File: config.mk
export PLATFORM = sky130hd
export DESIGN_NAME = sfp_acc_ctrl_flat
export DESIGN_NICKNAME = d
export VERILOG_FILES = /design/src/rtl/sfp_ctrl_pkg.sv /design/src/rtl/sfp_acc_ctrl_if.sv /design/src/rtl/sfp_idx_cnt.sv /design/src/rtl/sfp_acc_ctrl.sv /design/src/flat_wrapper.sv
export SDC_FILE = /design/constraint.sdc
export NUM_CORES = 1
export LEC_CHECK = 0
export CAP_MARGIN = 15
export CORE_MARGIN = 5
export CORE_UTILIZATION = 46
export CTS_BUF_LIST = sky130_fd_sc_hd__clkbuf_8
export DETAILED_ROUTE_END_ITERATION = 12
export GPL_TIMING_DRIVEN = 0
export HOLD_SLACK_MARGIN = 0.12
export PLACE_DENSITY = 0.8
export SYNTH_ARGS = -nofsm -noshare
export SYNTH_HDL_FRONTEND = slang
export SYNTH_SLANG_ARGS = --single-unit
File: constraint.sdc
create_clock -name clk -period 2.24 [get_ports clk]
set_clock_uncertainty 0.15 [all_clocks]
set_input_delay 0.224 -clock clk [delete_from_list [all_inputs] [get_ports clk]]
set_output_delay 0.224 -clock clk [all_outputs]
set_load 0.02 [all_outputs]
File: src/rtl/sfp_ctrl_pkg.sv
// Shared types and encodings for the special-function stage sequencer.
package sfp_ctrl_pkg;

    typedef enum logic [2:0] {
        ST_IDLE = 3'd0,
        ST_WAIT = 3'd1,
        ST_RD   = 3'd2,
        ST_LAT  = 3'd3,
        ST_ACC  = 3'd4,
        ST_WR   = 3'd5,
        ST_DONE = 3'd6
    } sfp_state_e;

    localparam logic MODE_WS = 1'b0;
    localparam logic MODE_OS = 1'b1;

    // psum SRAM strobes are active low
    localparam logic CEN_ON = 1'b0;
    localparam logic WEN_WR = 1'b0;

endpackage

File: src/rtl/sfp_acc_ctrl_if.sv
// Bus between the sequencer (ctrl) and its environment: core controller, output FIFO,
// special-function stage and psum SRAM.
interface sfp_acc_ctrl_if
    import sfp_ctrl_pkg::*;
#(
    parameter int AW = 4,
    parameter int KW = 4
);
    logic          start;
    logic          mode_cfg;
    logic          relu_cfg;
    // FIFO is first-word-fall-through: while ofifo_valid=1 the head word is on the data bus,
    // and ofifo_rd=1 in a cycle both consumes that word and pops it; ofifo_rd is only raised
    // after ofifo_valid=1 was seen, and this block is the FIFO's only reader.
    logic          ofifo_valid;
    logic          ofifo_rd;
    logic          pmem_cen;
    logic          pmem_wen;
    logic [AW-1:0] pmem_addr;
    logic          sfp_acc;
    logic          sfp_relu_en;
    logic          sfp_mode;
    logic          busy;
    logic          done;
    logic [KW-1:0] kij_idx;
    sfp_state_e    state_dbg;

    modport ctrl (
        input  start, mode_cfg, relu_cfg, ofifo_valid,
        output ofifo_rd, pmem_cen, pmem_wen, pmem_addr, sfp_acc, sfp_relu_en, sfp_mode,
               busy, done, kij_idx, state_dbg
    );

    modport env (
        output start, mode_cfg, relu_cfg, ofifo_valid,
        input  ofifo_rd, pmem_cen, pmem_wen, pmem_addr, sfp_acc, sfp_relu_en, sfp_mode,
               busy, done, kij_idx, state_dbg
    );

endinterface

File: src/rtl/sfp_idx_cnt.sv
// Nested position/kernel-iteration counter: out_idx is the inner loop, kij_idx the outer.
module sfp_idx_cnt #(
    parameter int NUM_OUT = 16,
    parameter int NUM_KIJ = 9,
    parameter int AW      = 4,
    parameter int KW      = 4
) (
    input  logic          clk,
    input  logic          reset,
    input  logic          clear_i,
    input  logic          step_i,
    input  logic          os_mode_i,
    output logic [AW-1:0] out_idx_o,
    output logic [KW-1:0] kij_idx_o,
    output logic          last_out_o,
    output logic          last_pass_o
);
    localparam logic [AW-1:0] OUT_LAST = AW'(NUM_OUT - 1);
    localparam logic [KW-1:0] KIJ_LAST = KW'(NUM_KIJ - 1);

    logic [AW-1:0] out_q, out_d;
    logic [KW-1:0] kij_q, kij_d;

    assign last_out_o  = (out_q == OUT_LAST);
    assign last_pass_o = os_mode_i || (kij_q == KIJ_LAST);
    assign out_idx_o   = out_q;
    assign kij_idx_o   = kij_q;

    // kij_idx saturates on the last pass so it can be read back after the job
    always_comb begin
        out_d = out_q;
        kij_d = kij_q;
        if (clear_i) begin
            out_d = '0;
            kij_d = '0;
        end else if (step_i) begin
            if (!last_out_o) begin
                out_d = out_q + 1'b1;
            end else begin
                out_d = '0;
                if (!last_pass_o) kij_d = kij_q + 1'b1;
            end
        end
    end

    always_ff @(posedge clk) begin
        if (reset) begin
            out_q <= '0;
            kij_q <= '0;
        end else begin
            out_q <= out_d;
            kij_q <= kij_d;
        end
    end

endmodule

File: src/rtl/sfp_acc_ctrl.sv
// Accumulate + ReLU sequencer: pops FIFO words, merges prior psums (WS) or bypasses (OS),
// and writes each result back to the psum SRAM. All outputs decode registered state only.
module sfp_acc_ctrl
    import sfp_ctrl_pkg::*;
#(
    parameter int NUM_OUT = 16,
    parameter int NUM_KIJ = 9,
    parameter int AW      = 4,
    parameter int KW      = 4
) (
    input logic         clk,
    input logic         reset,
    sfp_acc_ctrl_if.ctrl bus
);
    localparam logic [KW-1:0] KIJ_LAST = KW'(NUM_KIJ - 1);

    sfp_state_e    state_q, state_d;
    logic          mode_q, mode_d;
    logic          relu_q, relu_d;
    logic [AW-1:0] out_idx;
    logic [KW-1:0] kij_idx;
    logic          last_out, last_pass;
    logic          cnt_clear, cnt_step;

    assign cnt_clear = (state_q == ST_IDLE) && bus.start;
    assign cnt_step  = (state_q == ST_WR);

    sfp_idx_cnt #(
        .NUM_OUT(NUM_OUT),
        .NUM_KIJ(NUM_KIJ),
        .AW     (AW),
        .KW     (KW)
    ) u_idx_cnt (
        .clk        (clk),
        .reset      (reset),
        .clear_i    (cnt_clear),
        .step_i     (cnt_step),
        .os_mode_i  (mode_q == MODE_OS),
        .out_idx_o  (out_idx),
        .kij_idx_o  (kij_idx),
        .last_out_o (last_out),
        .last_pass_o(last_pass)
    );

    always_ff @(posedge clk) begin
        if (reset) begin
            state_q <= ST_IDLE;
            mode_q  <= MODE_WS;
            relu_q  <= 1'b0;
        end else begin
            state_q <= state_d;
            mode_q  <= mode_d;
            relu_q  <= relu_d;
        end
    end

    always_comb begin
        state_d = state_q;
        mode_d  = mode_q;
        relu_d  = relu_q;
        unique case (state_q)
            ST_IDLE: if (bus.start) begin
                mode_d  = bus.mode_cfg;
                relu_d  = bus.relu_cfg;
                state_d = ST_WAIT;
            end
            ST_WAIT: if (bus.ofifo_valid) begin
                // first pass and OS have no prior psum to fetch
                state_d = ((mode_q == MODE_WS) && (kij_idx != '0)) ? ST_RD : ST_ACC;
            end
            ST_RD:   state_d = ST_LAT;
            ST_LAT:  state_d = ST_ACC;
            ST_ACC:  state_d = ST_WR;
            ST_WR:   state_d = (last_out && last_pass) ? ST_DONE : ST_WAIT;
            ST_DONE: state_d = ST_IDLE;
            default: state_d = ST_IDLE;
        endcase
    end

    always_comb begin
        bus.ofifo_rd    = 1'b0;
        bus.pmem_cen    = ~CEN_ON;
        bus.pmem_wen    = ~WEN_WR;
        bus.pmem_addr   = '0;
        bus.sfp_acc     = 1'b0;
        bus.sfp_relu_en = 1'b0;
        unique case (state_q)
            ST_RD: begin
                bus.pmem_cen  = CEN_ON;
                bus.pmem_addr = out_idx;
            end
            ST_ACC: begin
                bus.ofifo_rd    = 1'b1;
                bus.sfp_acc     = (mode_q == MODE_WS) && (kij_idx != '0);
                bus.sfp_relu_en = (mode_q == MODE_WS) && relu_q && (kij_idx == KIJ_LAST);
            end
            ST_WR: begin
                bus.pmem_cen  = CEN_ON;
                bus.pmem_wen  = WEN_WR;
                bus.pmem_addr = out_idx;
            end
            default: ;
        endcase
    end

    assign bus.sfp_mode  = mode_q;
    assign bus.busy      = (state_q != ST_IDLE);
    assign bus.done      = (state_q == ST_DONE);
    assign bus.kij_idx   = kij_idx;
    assign bus.state_dbg = state_q;

endmodule

File: src/flat_wrapper.sv
// flat-port wrapper written by rule: the top's interface ports become plain ports
module sfp_acc_ctrl_flat import sfp_ctrl_pkg::*;
#(
    parameter int NUM_OUT = 16,
    parameter int NUM_KIJ = 9,
    parameter int AW      = 4,
    parameter int KW      = 4
)
  (clk, reset, bus_start, bus_mode_cfg, bus_relu_cfg, bus_ofifo_valid, bus_ofifo_rd, bus_pmem_cen, bus_pmem_wen, bus_pmem_addr, bus_sfp_acc, bus_sfp_relu_en, bus_sfp_mode, bus_busy, bus_done, bus_kij_idx, bus_state_dbg);
  sfp_acc_ctrl_if #(.AW(AW), .KW(KW)) bus_i ();
  input logic clk;
  input logic reset;
  input wire logic [$bits(bus_i.start)-1:0] bus_start;
  input wire logic [$bits(bus_i.mode_cfg)-1:0] bus_mode_cfg;
  input wire logic [$bits(bus_i.relu_cfg)-1:0] bus_relu_cfg;
  input wire logic [$bits(bus_i.ofifo_valid)-1:0] bus_ofifo_valid;
  output wire logic [$bits(bus_i.ofifo_rd)-1:0] bus_ofifo_rd;
  output wire logic [$bits(bus_i.pmem_cen)-1:0] bus_pmem_cen;
  output wire logic [$bits(bus_i.pmem_wen)-1:0] bus_pmem_wen;
  output wire logic [$bits(bus_i.pmem_addr)-1:0] bus_pmem_addr;
  output wire logic [$bits(bus_i.sfp_acc)-1:0] bus_sfp_acc;
  output wire logic [$bits(bus_i.sfp_relu_en)-1:0] bus_sfp_relu_en;
  output wire logic [$bits(bus_i.sfp_mode)-1:0] bus_sfp_mode;
  output wire logic [$bits(bus_i.busy)-1:0] bus_busy;
  output wire logic [$bits(bus_i.done)-1:0] bus_done;
  output wire logic [$bits(bus_i.kij_idx)-1:0] bus_kij_idx;
  output wire logic [$bits(bus_i.state_dbg)-1:0] bus_state_dbg;
  assign bus_i.start = bus_start;
  assign bus_i.mode_cfg = bus_mode_cfg;
  assign bus_i.relu_cfg = bus_relu_cfg;
  assign bus_i.ofifo_valid = bus_ofifo_valid;
  assign bus_ofifo_rd = bus_i.ofifo_rd;
  assign bus_pmem_cen = bus_i.pmem_cen;
  assign bus_pmem_wen = bus_i.pmem_wen;
  assign bus_pmem_addr = bus_i.pmem_addr;
  assign bus_sfp_acc = bus_i.sfp_acc;
  assign bus_sfp_relu_en = bus_i.sfp_relu_en;
  assign bus_sfp_mode = bus_i.sfp_mode;
  assign bus_busy = bus_i.busy;
  assign bus_done = bus_i.done;
  assign bus_kij_idx = bus_i.kij_idx;
  assign bus_state_dbg = bus_i.state_dbg;
  sfp_acc_ctrl #(.NUM_OUT(NUM_OUT), .NUM_KIJ(NUM_KIJ), .AW(AW), .KW(KW)) u_core (.clk(clk), .reset(reset), .bus(bus_i));
endmodule
**Word level (Yosys, flattened, before mapping)**

Cells that the tools add are included.

- Multiplexer cells: 12
- Add/sub/neg operators: 2
- Equal/unequal tests: 10
- Order comparisons: 0
- $mul: 0
- Bitwise gates (word level): 2
- Shift operators: 0
- Reductions and logical operators: 14
- Div/mod/pow operators: 0

Operators by type and width:

| cell | number |
|---|---|
| $pmux 3 s6 | 1 |
| $mux 3 | 4 |
| $eq 3x3->1 const B | 3 |
| $add 4x1->4 const B | 2 |
| $eq 4x4->1 const B | 2 |
| $mux 4 | 2 |
| $eq 3x2->1 const B | 2 |
| $logic_and 1x1->1 | 5 |
| $mux 1 | 5 |
| $ne 2x2->1 const B | 2 |
| $reduce_and 2->1 | 2 |
| $reduce_bool 4->1 | 1 |
| $reduce_or 2->1 | 2 |
| $eq 3x1->1 const B | 1 |
| $logic_not 3->1 | 1 |
| $reduce_and 3->1 | 1 |
| $reduce_bool 3->1 | 1 |
| $not 1->1 | 2 |
| $logic_or 1x1->1 | 1 |

- Bits in read-only memories: 0
- Output and inout bits: 19
- Bits in writable memories: 0
- Logic and storage cells: 45
- Latch bits: 0
- Memories kept: 0
- Register bits: 13
- Input port bits: 6

**Logic depth before layout (Yosys ltp)**

- Depth after elaboration: 5
- Gate-level depth with buffers: 7
- Mapped depth without buffers: 6

**Modules after synthesis**

A second synthesis with hierarchy kept.

- Cell total of the unflattened synthesis: 96
- Area total of the unflattened synthesis: 820.8 µm²

Modules (own cells, without submodules):

| module | times used | cells each | area each (µm²) | seq. area each (µm²) |
|---|---|---|---|---|
| sfp_idx_cnt | 1 | 51 | 446.7 | 160.2 |
| sfp_acc_ctrl | 1 | 45 | 374.1 | 100.1 |

**Least setup slack after synthesis**

OpenSTA, ideal clock, no wires.

- Kind: register to output
- Start: register u_core.state_q[2] (netlist: u_core.bus.state_dbg[2])
- End: output bus_sfp_relu_en
- Data arrival time: 1830 ps
- Stages on the path, launching flop included: 4
- Buffers on the path: 1
- Slack: 36 ps
- Required time: 1866 ps
- Cell sequence: dfxtp_1 buf_4 or3b_2 nor4bb_1

- Cells in the longest elaborated chain, start to end: 2

RTL lines:

| what | line | source |
|---|---|---|
| start: declaration | sfp_acc_ctrl.sv:17 | `sfp_state_e state_q, state_d;` |
| start signal: assignment | sfp_acc_ctrl.sv:51 | `state_q <= state_d;` |
| $eq 3x3->1 | sfp_acc_ctrl.sv:87 | `unique case (state_q)` |
| $mux 1 | sfp_acc_ctrl.sv:87 |  |
| end: declaration | flat_wrapper.sv:22 | `output wire logic [$bits(bus_i.sfp_relu_en)-1:0] bus_sfp_relu_en;` |

No other way between the ends.

**Worst setup path in the final report**

- Start: register u_core.state_q[2] (netlist: u_core.bus.state_dbg[2])
- End: output bus_sfp_acc

- Cells in the longest elaborated chain, start to end: 2

RTL lines:

| what | line | source |
|---|---|---|
| $eq 3x3->1 | sfp_acc_ctrl.sv:87 |  |
| $mux 1 | sfp_acc_ctrl.sv:87 |  |
| end: declaration | flat_wrapper.sv:21 | `output wire logic [$bits(bus_i.sfp_acc)-1:0] bus_sfp_acc;` |

No other way between the ends.

==> metrics.md <==
| Metric | Value |
|---|---|
| Layout filler cell count | 144 |
| Largest net degree at the start of global routing | 11 |
| CTS buffer count | 3 |
| Post-synth top cells | dfxtp_1 (13), nor2_1 (12), nand2_1 (7), a21oi_1 (6) |
| Synth warnings | 0 |
| Reg2Reg Launch Point | u_core.u_idx_cnt.kij_idx_o[0]$_SDFFE_PP0P_ |
| Worst-Margin Slew | 552 ps |
| Final Util | 0.700 |
| Cts hold-fix bufs | 0 |
| CTS tree | done |
| Hold Slack | 350 ps |
| Leakage power | 0.490 nW |
| Max Buffers Root-to-Sink | 2 |
| Status | complete, no violations |
| Mapped Cells | 94 |
| GPL Wtd Cong | 0.834 |
| CP Launch Type | flip-flop |
| Hold Crit Start | u_core.relu_q$_SDFFE_PP0P_ |
| Routed WL | 1.77 mm |
| Routed Antenna Nets | 0 |
| Seq cells post-synth | 13 |
| PwrDens | 517 mW/mm^2 |
| Area grow syn2layout | 41.7% |
| Core footprint | 0.00154 sq mm |
| Setup ws final | 63.8 ps |
| Final Hold Viols | 0 |
| Area contributors post-synth | dfxtp_1 (34%), nor2_1 (5.9%), ha_1 (4.9%) |
| WP data arrival | 1800 ps |
| Most frequent cell after synthesis | dfxtp_1 |
| Fin crit period | 2180 ps |
| VDD IR-drop max | 0.556 mV |
| Worst setup path class | reg -> out |
| Main flop type after synthesis | dfxtp_1 |
| Die Footprint | 0.00257 sq mm |
| Crit-path max FO | 10 |
| Req. time, crit path | 1870 ps |
| DR vias | 757 |
| Initial antenna violation count | 0 |
| Worst rel slew slack | 0.629 |
| Setup-failing EPs final | 0 |
| Initial Util | 0.494 |
| Maxcap violations | 0 |
| HPWL Detailed | 1.31 mm |
| Clock-pin slew of the registers on the worst-case setup and hold paths | 60 ps |
| Tcrit/Tclk final | 0.972 |
| Clock root buffer | clkbuf_8 |
| Crit. End Element | output port |
| Post-synth ARST share | 0 |
| Synthesized area per cell | 8.11 sq um |
| Placed cell area | 0.00102 sq mm |
| Die span in y | 50.7 um |
| Register area share after synthesis | 0.342 |
| Post-Syn Area | 762 sq um |
| WL per Instance | 12.8 um |
| Final instance area | 0.00108 sq mm |
| Setup TNS | 0 ps |
| Antenna Cells | 0 |
| Layout cells sized above 1 | 0.107 |
| Synth top area share | 0.342 |
| DRC violation count after routing | 0 |
| H-tree levels | 1 |
| GRT Util Overall | 0.141 |
| Syn_nets | 103 |
| Setup crit start | u_core.bus.state_dbg[2]$_SDFFE_PP0P_ |
| Global-route wire length before repair | 2.89 mm |
| Vias in the first global route | 685 |
| Detailed Routing Iterations Pass 1 | 4 |
| Nets | 132 |
| Post-CTS Setup Bufs | 0 |
| CTS sink cnt | 13 |
| Die width | 50.7 um |
| # rows | 14 |
| Worst skew pair latency | 240 ps |
| Congestion Overflow GR | 0 |
| Post-synth EDFFs | 0 |
| Max Freq | 0.460 GHz |
| DRT iter0 DRCs | 5 |
| Pre-CTS WS | -67.5 ps |
| Port Buffers | 24 |
| Cell taking the most area after synthesis | dfxtp_1 |
| Vias per cell | 5.49 |
| Ports | 25 |
| Final max-slew violation count | 0 |
| Synth unique cells | 34 |
| Hold crit path type | reg -> reg |
## metrics by stage
| step | cells | power [mW] |
|---|---|---|
| global placement | 134 | 0.358 |
| floorplan | 94 | 0.316 |
| global route | 138 | 0.585 |
| finish | 138 | 0.558 |
| CTS | 138 | 0.560 |
| detailed placement | 134 | 0.360 |
## routing by layer
| metal | share of wire | routed length (um) | up-vias | track usage |
|---|---|---|---|---|
| li1 | - | - | 388 | - |
| met1 | 0.45 | 791 | 351 | 0.172 |
| met2 | 0.50 | 883 | 16 | 0.246 |
| met3 | 0.047 | 83 | 2 | 0.0503 |
| met4 | 0.0045 | 8 | 0 | 0.0128 |
| met5 | 0 | 0 | - | 0 |
## layout by cell type (no fill, tap or decap), types with 4 or more instances in the layout
cell type / synthesis / layout
clkdlybuf4s50_1: 0 / 16
dfxtp_1: 13 / 13
nor2_1: 12 / 12
nand2_1: 7 / 7
inv_1: 5 / 6
nor2b_1: 5 / 5
o21ai_0: 5 / 5
a21oi_1: 6 / 5
dlymetal6s2s_1: 0 / 4
## flip-flops by register name, summed over array words and instances, names as in the netlist
register,flops
u_core.relu_q,1
u_core.u_idx_cnt.kij_idx_o,4
u_core.u_idx_cnt.out_idx_o,4
u_core.bus.sfp_mode,1
u_core.bus.state_dbg,3
## report_power, final
part / leakage (nW) / internal (mW) / switching [mW]
Combinational: 0.357 / 0.0520 / 0.0577
Sequential: 0.105 / 0.239 / 0.00688
Clock: 0.0269 / 0.121 / 0.0818
Total: 0.490 / 0.412 / 0.146
## cell type report
type	count	area [sq um]	area share
buffer	5	31.3	0.0290
clock buffer	3	41.3	0.0382
clock inverter	1	3.75	0.00348
inverter	6	25.0	0.0232
multi-input combinational	70	457	0.423
sequential	13	260	0.241
tap	16	20.0	0.0185
timing repair buffer	24	241	0.224
## worst max-delay path, cell delays in order, from the launching register on
cell and delay, ps:
dfxtp_1 330, buf_4 150, or3b_2 520, nor3_1 200, dlygate4sd2_1 370
## kinds of logic after synthesis
kind of cell	synth area share
mux	0.0394
compound gates	0.136
buf+inv	0.0723
flops	0.342
xor+xnor	0.0460
simple gates	0.315
fa+ha+maj	0.0493
## final timing paths
| kind | to | slack, ps | cells after the start |
|---|---|---|---|
| worst max-delay path | bus_sfp_acc | 60 | 4 |
| worst min-delay path | u_core.relu_q$_SDFFE_PP0P_ | 350 | 2 |
| worst max register to register | u_core.u_idx_cnt.kij_idx_o[2]$_SDFFE_PP0P_ | 190 | 6 |
| worst min register to register | u_core.relu_q$_SDFFE_PP0P_ | 350 | 2 |
## repair_timing
item                                    CTS  global route
gates resized for setup                   8             8
pin swaps                                 0             0
endpoints found under the setup margin    8             6
Note: power is estimated with default switching activity, not from simulation.
